--- config.mk ---
export PLATFORM = sky130hd
export DESIGN_NAME = fetch_stage
export DESIGN_NICKNAME = d
export VERILOG_FILES = /design/src/rtl/fetch_pkg.sv /design/src/rtl/fetch_stage.sv
export SDC_FILE = /design/constraint.sdc
export NUM_CORES = 1
export LEC_CHECK = 0
export ABC_CLOCK_PERIOD_IN_PS = 3800
export CORE_MARGIN = 5
export CORE_UTILIZATION = 35
export CTS_BUF_LIST = sky130_fd_sc_hd__clkbuf_16
export DETAILED_ROUTE_END_ITERATION = 10
export GPL_TIMING_DRIVEN = 0
export PLACE_DENSITY = 0.68
export SETUP_SLACK_MARGIN = 0.5
export SYNTH_ARGS = -nofsm -noshare
export SYNTH_HDL_FRONTEND = slang
export SYNTH_SLANG_ARGS = --single-unit
export TNS_END_PERCENT = 30
--- constraint.sdc ---
create_clock -name CLK -period 3.8 [get_ports CLK]
set_input_delay 0.95 -clock CLK [delete_from_list [all_inputs] [get_ports CLK]]
set_output_delay 0.95 -clock CLK [all_outputs]
set_load 0.02 [all_outputs]
--- src/rtl/fetch_pkg.sv ---
// fetch_pkg: shared widths, increment, NOP encoding and FSM states for the fetch stage
package fetch_pkg;
  localparam int PC_W = 8;
  localparam int INSTR_W = 32;
  localparam int PC_INCR = 4;
  localparam logic [31:0] NOP_INSTR = 32'h0;
  typedef enum logic [1:0] {FILL, RUN, HOLD} state_t;
endpackage

--- src/rtl/fetch_stage.sv ---
// fetch_stage: PC owner feeding 1-cycle IMEM (CLK, RST, STALL, REDIRECT_EN/PC, IMEM_instruction in; MEM_PC, IF_instruction, IF_PC, IF_PC4, IF_valid out)
module fetch_stage #(
  parameter int PC_W = fetch_pkg::PC_W,
  parameter int INSTR_W = fetch_pkg::INSTR_W,
  parameter logic [PC_W-1:0] RESET_PC = '0
) (
  input  logic               CLK,
  input  logic               RST,
  input  logic               STALL,
  input  logic               REDIRECT_EN,
  input  logic [PC_W-1:0]    REDIRECT_PC,
  input  logic [INSTR_W-1:0] IMEM_instruction,
  output logic [PC_W-1:0]    MEM_PC,
  output logic [INSTR_W-1:0] IF_instruction,
  output logic [PC_W-1:0]    IF_PC,
  output logic [PC_W-1:0]    IF_PC4,
  output logic               IF_valid
);
  import fetch_pkg::*;
  localparam logic [PC_W-1:0] INCR = PC_W'(PC_INCR);
  state_t state, state_nxt;
  logic [PC_W-1:0] fetch_pc, fetch_nxt, rsp_pc, rsp_nxt;
  logic [INSTR_W-1:0] hold_reg, hold_nxt;
  logic advance;
  always_comb begin
    advance = !REDIRECT_EN && (state == FILL || !STALL);
    state_nxt = REDIRECT_EN ? FILL : advance ? RUN : HOLD;
    fetch_nxt = REDIRECT_EN ? (REDIRECT_PC & ~PC_W'(3)) : advance ? fetch_pc + INCR : fetch_pc;
    rsp_nxt = advance ? fetch_pc : rsp_pc;
    hold_nxt = (!REDIRECT_EN && state == RUN && STALL) ? IMEM_instruction : hold_reg;
  end
  always_ff @(posedge CLK or posedge RST) begin
    if (RST) begin
      state <= FILL;
      fetch_pc <= RESET_PC;
      rsp_pc <= '0;
      hold_reg <= '0;
    end else begin
      state <= state_nxt;
      fetch_pc <= fetch_nxt;
      rsp_pc <= rsp_nxt;
      hold_reg <= hold_nxt;
    end
  end
  assign MEM_PC = fetch_pc;
  assign IF_valid = state != FILL;
  assign IF_PC = rsp_pc;
  assign IF_PC4 = rsp_pc + INCR;
  assign IF_instruction = state == RUN ? IMEM_instruction : state == HOLD ? hold_reg : INSTR_W'(NOP_INSTR);
endmodule
# Word-level counts from Yosys, hierarchy flattened

Cells that the tools add are included.

Bits in registers: 50
Input port bits: 44

Add/sub/neg operators: 2
Eq/ne operators: 2
Multiplexer cells: 6
Reductions and logical operators: 9

Operators with widths:

| cell                                                | number |
|---|---|
| 2-to-1 mux 32 bit                                   | 2 |
| adder 8 x 3 -> 8 bit, second input constant         | 2 |
| 2-to-1 mux 8 bit                                    | 2 |
| 2-to-1 mux 2 bit                                    | 2 |
| nonzero test 2 bit                                  | 2 |
| logical AND 1 bit                                   | 3 |
| equality test 2 x 1 -> 1 bit, second input constant | 1 |
| equality test 2 bit, second input constant          | 1 |
| logical NOT 1 bit                                   | 2 |
| logical NOT 2 bit                                   | 1 |
| logical OR 1 bit                                    | 1 |

# Depth between registers and ports, before layout

Gate-level depths: netlist of run 1.

Depth in word-level cells: 5
Mapped depth: 6

# Worst setup path after synthesis of run 1

Ideal clock, no wire load.

Path type: register to output
Start: reg rsp_pc[4] (netlist: IF_PC[4])
End: out IF_PC4[7]
Data arrival time: 1.329 ns
Data required time: 2.850 ns
Path slack: 1.521 ns
Stages on the path, launching flop included: 4
Buffers on the path: 0
Cell sequence: dfrtp_1 > nand3_1 > or2_2 > xnor2_1

Longest elaborated chain between the ends: 1

Ends and longest elaborated chain:

| what                   | line              | source |
|---|---|---|
| start, declared        | fetch_stage.sv:22 | `logic [PC_W-1:0] fetch_pc, fetch_nxt, rsp_pc, rsp_nxt;` |
| start signal, assigned | fetch_stage.sv:41 | `rsp_pc <= rsp_nxt;` |
| adder 8 x 3 -> 8 bit   | fetch_stage.sv:48 | `assign IF_PC4 = rsp_pc + INCR;` |
| end, declared          | fetch_stage.sv:16 | `output logic [PC_W-1:0] IF_PC4,` |

Every way passes these cells.

# Worst setup path after layout of run 1

Start: reg state[1]
End: out IF_instruction[14]

Longest elaborated chain between the ends: 3
Elaborated cells on any way between the ends: 4

Ends and longest elaborated chain:

| what                   | line              | source |
|---|---|---|
| start, declared        | fetch_stage.sv:21 | `state_t state, state_nxt;` |
| start signal, assigned | fetch_stage.sv:39 | `state <= state_nxt;` |
| equality test 2 bit    | fetch_stage.sv:49 | `assign IF_instruction = state == RUN ? IMEM_instruction : state == HOLD ? hold_reg : INSTR_W'(NOP_INSTR);` |
| 2-to-1 mux 32 bit      | fetch_stage.sv:49 |  |
| 2-to-1 mux 32 bit *    | fetch_stage.sv:49 |  |
| end, declared          | fetch_stage.sv:14 | `output logic [INSTR_W-1:0] IF_instruction,` |

Every way passes the cells marked *; elsewhere a longest branch is shown, timed or not.

==> results_dict.tcl, run 1 <==
set metrics [dict create \
    power_density_nw_per_um2 469 \
    synth_ff_type "sky130_fd_sc_hd__dfrtp_1" \
    wl_per_cell_um 15.7 \
    outcome "completed" \
    cts_tree "yes" \
    synth_seq_cells 46 \
    ctsResizeCount 0 \
    largest_register_ff_count 32 \
    routability_congestion_estimate_from_global_placement 0.689 \
    place.port_buffers 91 \
    initial_drt_markers 20 \
    initial_core_util_pct 35.9 \
    worst-path-max-fanout 10 \
    crit_required_ns 2.85 \
    grt_pass1_vias 1859 \
    setup_tns_ns 0 \
    cp-start-kind "flip-flop" \
    synth_fa_ha_area_share_pct 1.03 \
    areaGrowthSynthToFinish_pct 49.9 \
    n_fill_cell 622 \
    die-height_um 93.3 \
    yosysTopAreaCell "sky130_fd_sc_hd__dfrtp_1" \
    synth-warning-count 0 \
    cts_setup_buffers 0 \
    whs_path_depth 1 \
    final.hold.worst_slack_ns 0.493 \
    grt_setup_unrepaired "true" \
    number_of_buffers_created_by_cts 5 \
    fp.dieArea_um2 8700 \
    maximum_capacitance_violations 0 \
    syn_area_per_cell_um2 13.2 \
    power.ir.vdd_worst_uv 231 \
    finish.instance_area_um2 3640 \
    fp.dieW_um 93.3 \
    synthDominantCellAreaShare_pct 47.4 \
    core_um2 6760 \
    cell_area_after_synthesis_um2 2430 \
    final_period_minus_worst_setup_slack_ns 3.22 \
    io_pins 101 \
    postPlaceCellArea_um2 3480 \
    power.total_mw 1.71 \
    antennaDiodeCount 0 \
    area.sequential_um2 1150 \
    synth-simple-area-share_pct 5.67 \
    hpwl_um 4310 \
    rows 30 \
    ctsLongestPathBuffers 2 \
    gate_count_after_technology_mapping 184 \
    final.period_utilization_pct 84.8 \
    muxShareOfSynthArea_pct 22.2 \
    maxClockFrequency_mhz 310 \
    wirelength_um 5780 \
    combinational_family_with_the_most_area_after_synthesis "multiplexers" \
    critPathCaptureType "output pin" \
    synth_compound_gate_area_share_pct 14.7 \
    worst-setup-path-type "flip-flop to output pin" \
    setup_viol 0 \
    grt_max_degree 27 \
    grt_total_usage_pct 13.6 \
    skew_ns 0.00407 \
    p_leak_nw 1.56 \
    cts.hold.buffers_added 0 \
    synth_enable_flop_cells 0 \
    reg2reg_depth 6 \
    cts.sinks 46 \
    drc 0 \
    wire_length_of_the_first_global_routing_pass_um 9410 \
    cell_types_with_the_largest_area_share_after_synthesis "sky130_fd_sc_hd__dfrtp_1 (47%), sky130_fd_sc_hd__mux2_4 (19%), sky130_fd_sc_hd__a22o_1 (12%), sky130_fd_sc_hd__buf_12 (2.5%), sky130_fd_sc_hd__mux2_2 (2.3%)" \
    vias_per_cell 4.90 \
    grt_antenna_before_repair 0 \
    layout.nets 334 \
    ctsHtreeMaxLevel 2 \
    layout-drive-gt1-share_pct 21.9 \
    cts_clock_pin_slew_for_the_worst_setup_and_hold_paths_ns 0.06 \
    placedCellCount 361 \
    area_occupied_by_multi_input_gates_um2 1130 \
    finalNonFillerCells 368 \
    hp-class "flip-flop to flip-flop" \
    final_hold_viol_count 0 \
    synth_xor_xnor_area_share_pct 1.80 \
    root_buffer "sky130_fd_sc_hd__clkbuf_16" \
    async_reset_ff_share_pct 100 \
    synth.yosys.seq_area_share_pct 47.4 \
    firstDrtPassIters 4 \
    worstSkewPairLatency_ns 0.28 \
    num_vias 1803 \
    worstPathArrival_ns 2.27 \
    grt.overflow.total 0 \
    yosysUniqueCellTypes 35 \
    timing_max_transition_violations_final 0 \
    ant_nets 0 \
]
-- synthesized netlist by cell type (all sizes together), types with 3 or more instances --
cell / n
o21ai: 6
xnor2: 4
clkbuf: 7
mux2: 37
nand3: 6
a31oi: 3
nand2: 4
a22o: 32
buf: 12
dfrtp: 46
inv: 3
nor2: 5
-- area by class of cell --
type,instances,area share (%)
tap,80,2.75
inverter,3,0.309
clock buffer,5,3.44
clock inverter,2,0.928
timing repair buffer,92,25.6
sequential,46,31.6
multi-input combinational,121,30.9
buffer,19,4.47
-- final timing paths --
kind	from	endpoint	slack [ns]
setup / recovery	state[1]	IF_instruction[14]	0.58
hold / removal	hold_reg[24]	hold_reg[24]	0.49
setup reg to reg	state[0]	hold_reg[17]	2.19
hold reg to reg	hold_reg[24]	hold_reg[24]	0.49
max in group asynchronous	RST	hold_reg[23]	2.31
min in group asynchronous	RST	hold_reg[15]	1.00
-- where the power goes --
group | internal, mW | switching [mW]
Sequential | 0.597 | 0.0766
Clock | 0.304 | 0.173
Combinational | 0.329 | 0.226
-- per-layer routing --
layer	vias up	track usage [%]	part of all wire (%)
met3	2	3.46	6.2
met2	55	22.8	48
met1	877	17.7	45
met5	-	0	0
li1	869	-	-
met4	0	2.93	0.40
-- per-stage QoR --
| step | util [%] | setup WS, ns |
|---|---|---|
| 6_report | 53.9 | 0.577 |
| 4_1_cts | 53.8 | 0.559 |
| 5_1_grt | 53.9 | 0.476 |
| 3_3_place_gp | 51.2 | 0.655 |
| 2_1_floorplan | - | 1.52 |
| 3_5_place_dp | 51.5 | 0.647 |
-- kinds of logic (layout without fill, tap and decap cells) --
kind of cell	after synthesis	count (layout)
fa+ha+maj	2	2
simple gates	25	25
buf+inv	22	121
flops	46	46
mux	38	38
other cells	1	6
compound gates	45	45
xor+xnor	5	5
-- critical path, stage by stage (launching register included) --
cell and delay, ns:
sky130_fd_sc_hd__dfrtp_1 0.39, sky130_fd_sc_hd__nor2b_1 0.14, sky130_fd_sc_hd__clkbuf_1 0.23, sky130_fd_sc_hd__clkbuf_1 0.42
sky130_fd_sc_hd__a22o_1 0.21, sky130_fd_sc_hd__clkdlybuf4s50_1 0.60
-- cell usage in the layout, fill, tap and decap left out, drive strengths merged --
master         netlist  routed
clkdlybuf4s50        0      91
dfrtp               46      46
mux2                37      37
a22o                32      32
buf                 12      13
clkbuf               7      12
nand3                6       6
conb                 1       6
o21ai                6       6
nor2                 5       5
xnor2                4       4
nand2                4       4
a31oi                3       3
inv                  3       3
nor2b                2       2
or3                  2       2
or2                  2       2
ha                   2       2
and3                 1       1
mux2i                1       1
nand2b               1       1
a21oi                1       1
o21a                 1       1
nor4b                1       1
a211o                1       1
xor2                 1       1
o31ai                1       1
or4                  1       1
clkinv               0       1
bufinv               0       1
No activity file was read; power rests on OpenSTA's default activity.
==> run 2: changes to the inputs <==
ABC_CLOCK_PERIOD_IN_PS = 3130   (was 3800)
clock period = 3.13 ns   (was 3.8 ns; I/O delays follow)
==> results_dict.tcl, run 2 (synthesized netlist as in run 1, its figures left out) <==
set metrics [dict create \
    ctsHtreeMaxLevel 2 \
    io_pins 101 \
    post-place-ws_ns 0.312 \
    power.total_mw 2.06 \
    timing.final.ws_setup_ns 0.333 \
    fp.dieW_um 93.3 \
    cts.hold.buffers_added 0 \
    final_hold_viol_count 0 \
    n_fill_cell 625 \
    initial_drt_markers 18 \
    cts_tree "yes" \
    switching_power_uw 575 \
    outcome "completed" \
    layout.nets 334 \
    rrSetupSlack_ns 1.53 \
    maxClockFrequency_mhz 357 \
    cts.sinks 46 \
    worstPathArrival_ns 2.01 \
    ant_nets 0 \
    p_leak_nw 1.69 \
    critPathCaptureType "output pin" \
    worst-path-max-fanout 2 \
    final_period_minus_worst_setup_slack_ns 2.80 \
    num_vias 1796 \
    wl_per_cell_um 15.7 \
    final.hold.worst_slack_ns 0.493 \
    fp.dieArea_um2 8700 \
    crit_required_ns 2.35 \
    areaGrowthSynthToFinish_pct 50.7 \
    hp-class "flip-flop to flip-flop" \
    root_buffer "sky130_fd_sc_hd__clkbuf_16" \
    power_density_nw_per_um2 564 \
    grt_total_usage_pct 13.6 \
    postPlaceCellArea_um2 3480 \
    grt.overflow.total 0 \
    vias_per_cell 4.88 \
    drc 0 \
    ctsLongestPathBuffers 2 \
    wirelength_um 5770 \
    area.sequential_um2 1150 \
    cp-start-kind "primary input" \
    layout.cells.most_common "sky130_fd_sc_hd__clkdlybuf4s50_1" \
    worstSkewPairLatency_ns 0.28 \
    finalNonFillerCells 368 \
    largest_register_ff_count 32 \
    p_sw_share_pct 27.9 \
    placedCellCount 361 \
    setup_tns_ns 0 \
    worst-setup-path-type "primary input to output pin" \
    wire_length_of_the_first_global_routing_pass_um 9380 \
    area_occupied_by_multi_input_gates_um2 1130 \
    layout-drive-gt1-share_pct 23.3 \
    core_um2 6760 \
    grt_antenna_before_repair 0 \
    power.ir.vdd_worst_uv 280 \
    die-height_um 93.3 \
    firstDrtPassIters 3 \
    timing_max_transition_violations_final 0 \
    comb_power_share_pct 32.3 \
    grt_max_degree 27 \
    skew_ns 0.00384 \
    routability_congestion_estimate_from_global_placement 0.689 \
    sequentialPowerShare_pct 39.7 \
    grt_setup_unrepaired "true" \
    final.period_utilization_pct 89.4 \
    rows 30 \
    clock_power_share_pct 28.0 \
    finish.instance_area_um2 3660 \
    cts_clock_pin_slew_for_the_worst_setup_and_hold_paths_ns 0.06 \
    initial_core_util_pct 35.9 \
    postLayoutCoreUtil_pct 54.2 \
    place.port_buffers 91 \
    internal-power_mw 1.49 \
    most-common-layout-cells "sky130_fd_sc_hd__clkdlybuf4s50_1 (76), sky130_fd_sc_hd__dfrtp_1 (46), sky130_fd_sc_hd__a22o_1 (32)" \
    maximum_capacitance_violations 0 \
    grt_pass1_vias 1862 \
    number_of_buffers_created_by_cts 5 \
    antennaDiodeCount 0 \
    setup_viol 0 \
    hpwl_um 4310 \
]
-- run 2: cell types whose count changed in the layout (fill, tap and decap cells not counted) --
cell and change:
sky130_fd_sc_hd__buf_2 +1, sky130_fd_sc_hd__clkbuf_1 -4, sky130_fd_sc_hd__clkbuf_2 -1, sky130_fd_sc_hd__clkbuf_4 +4, sky130_fd_sc_hd__clkdlybuf4s50_1 -15, sky130_fd_sc_hd__dlygate4sd2_1 +9, sky130_fd_sc_hd__dlymetal6s2s_1 +6
-- run 2: worst paths after layout --
check,start,to,cells after the start
min in group asynchronous,RST,hold_reg[15],2
worst max-delay path,IMEM_instruction[0],IF_instruction[0],3
max in group asynchronous,RST,hold_reg[23],3
worst max register to register,state[0],hold_reg[17],6
worst min register to register,hold_reg[24],hold_reg[24],1
worst min-delay path,hold_reg[24],hold_reg[24],1
-- run 2: metal layers --
layer / GRT usage [%] / vias to the layer above / part of all wire (%)
met5: 0 / - / 0
met4: 2.93 / 0 / 0.40
met1: 17.4 / 872 / 45
li1: - / 869 / -
met2: 23.0 / 53 / 48
met3: 3.46 / 2 / 6.3
-- run 2: worst max-delay path: stages --
cell and delay (ns):
sky130_fd_sc_hd__clkdlybuf4s50_1 0.48, sky130_fd_sc_hd__a22o_1 0.14, sky130_fd_sc_hd__clkdlybuf4s50_1 0.61
-- run 2: power groups by stage --
stage | logic, mW | clock network [mW] | registers, mW
2_1_floorplan | 0.384 | 0 | 0.837
3_3_place_gp | 0.671 | 0 | 0.818
3_5_place_dp | 0.679 | 0 | 0.827
4_1_cts | 0.680 | 0.596 | 0.819
5_1_grt | 0.715 | 0.613 | 0.839
6_report | 0.667 | 0.578 | 0.818
-- run 2: layout make-up --
| class | instances | share of cell area [%] |
|---|---|---|
| repair buffers | 92 | 25.5 |
| clock inverters | 2 | 0.923 |
| clock buffers | 5 | 3.42 |
| flip-flops and latches | 46 | 31.5 |
| multi-input cells | 121 | 30.8 |
| plain buffers | 19 | 4.85 |
| inverters | 3 | 0.308 |
| well taps | 80 | 2.74 |
-- run 2: timing repair --
item,in CTS,in global routing
buffers inserted,0,0
resized for setup,20,7
setup endpoints to repair,33,25
cloned,0,0
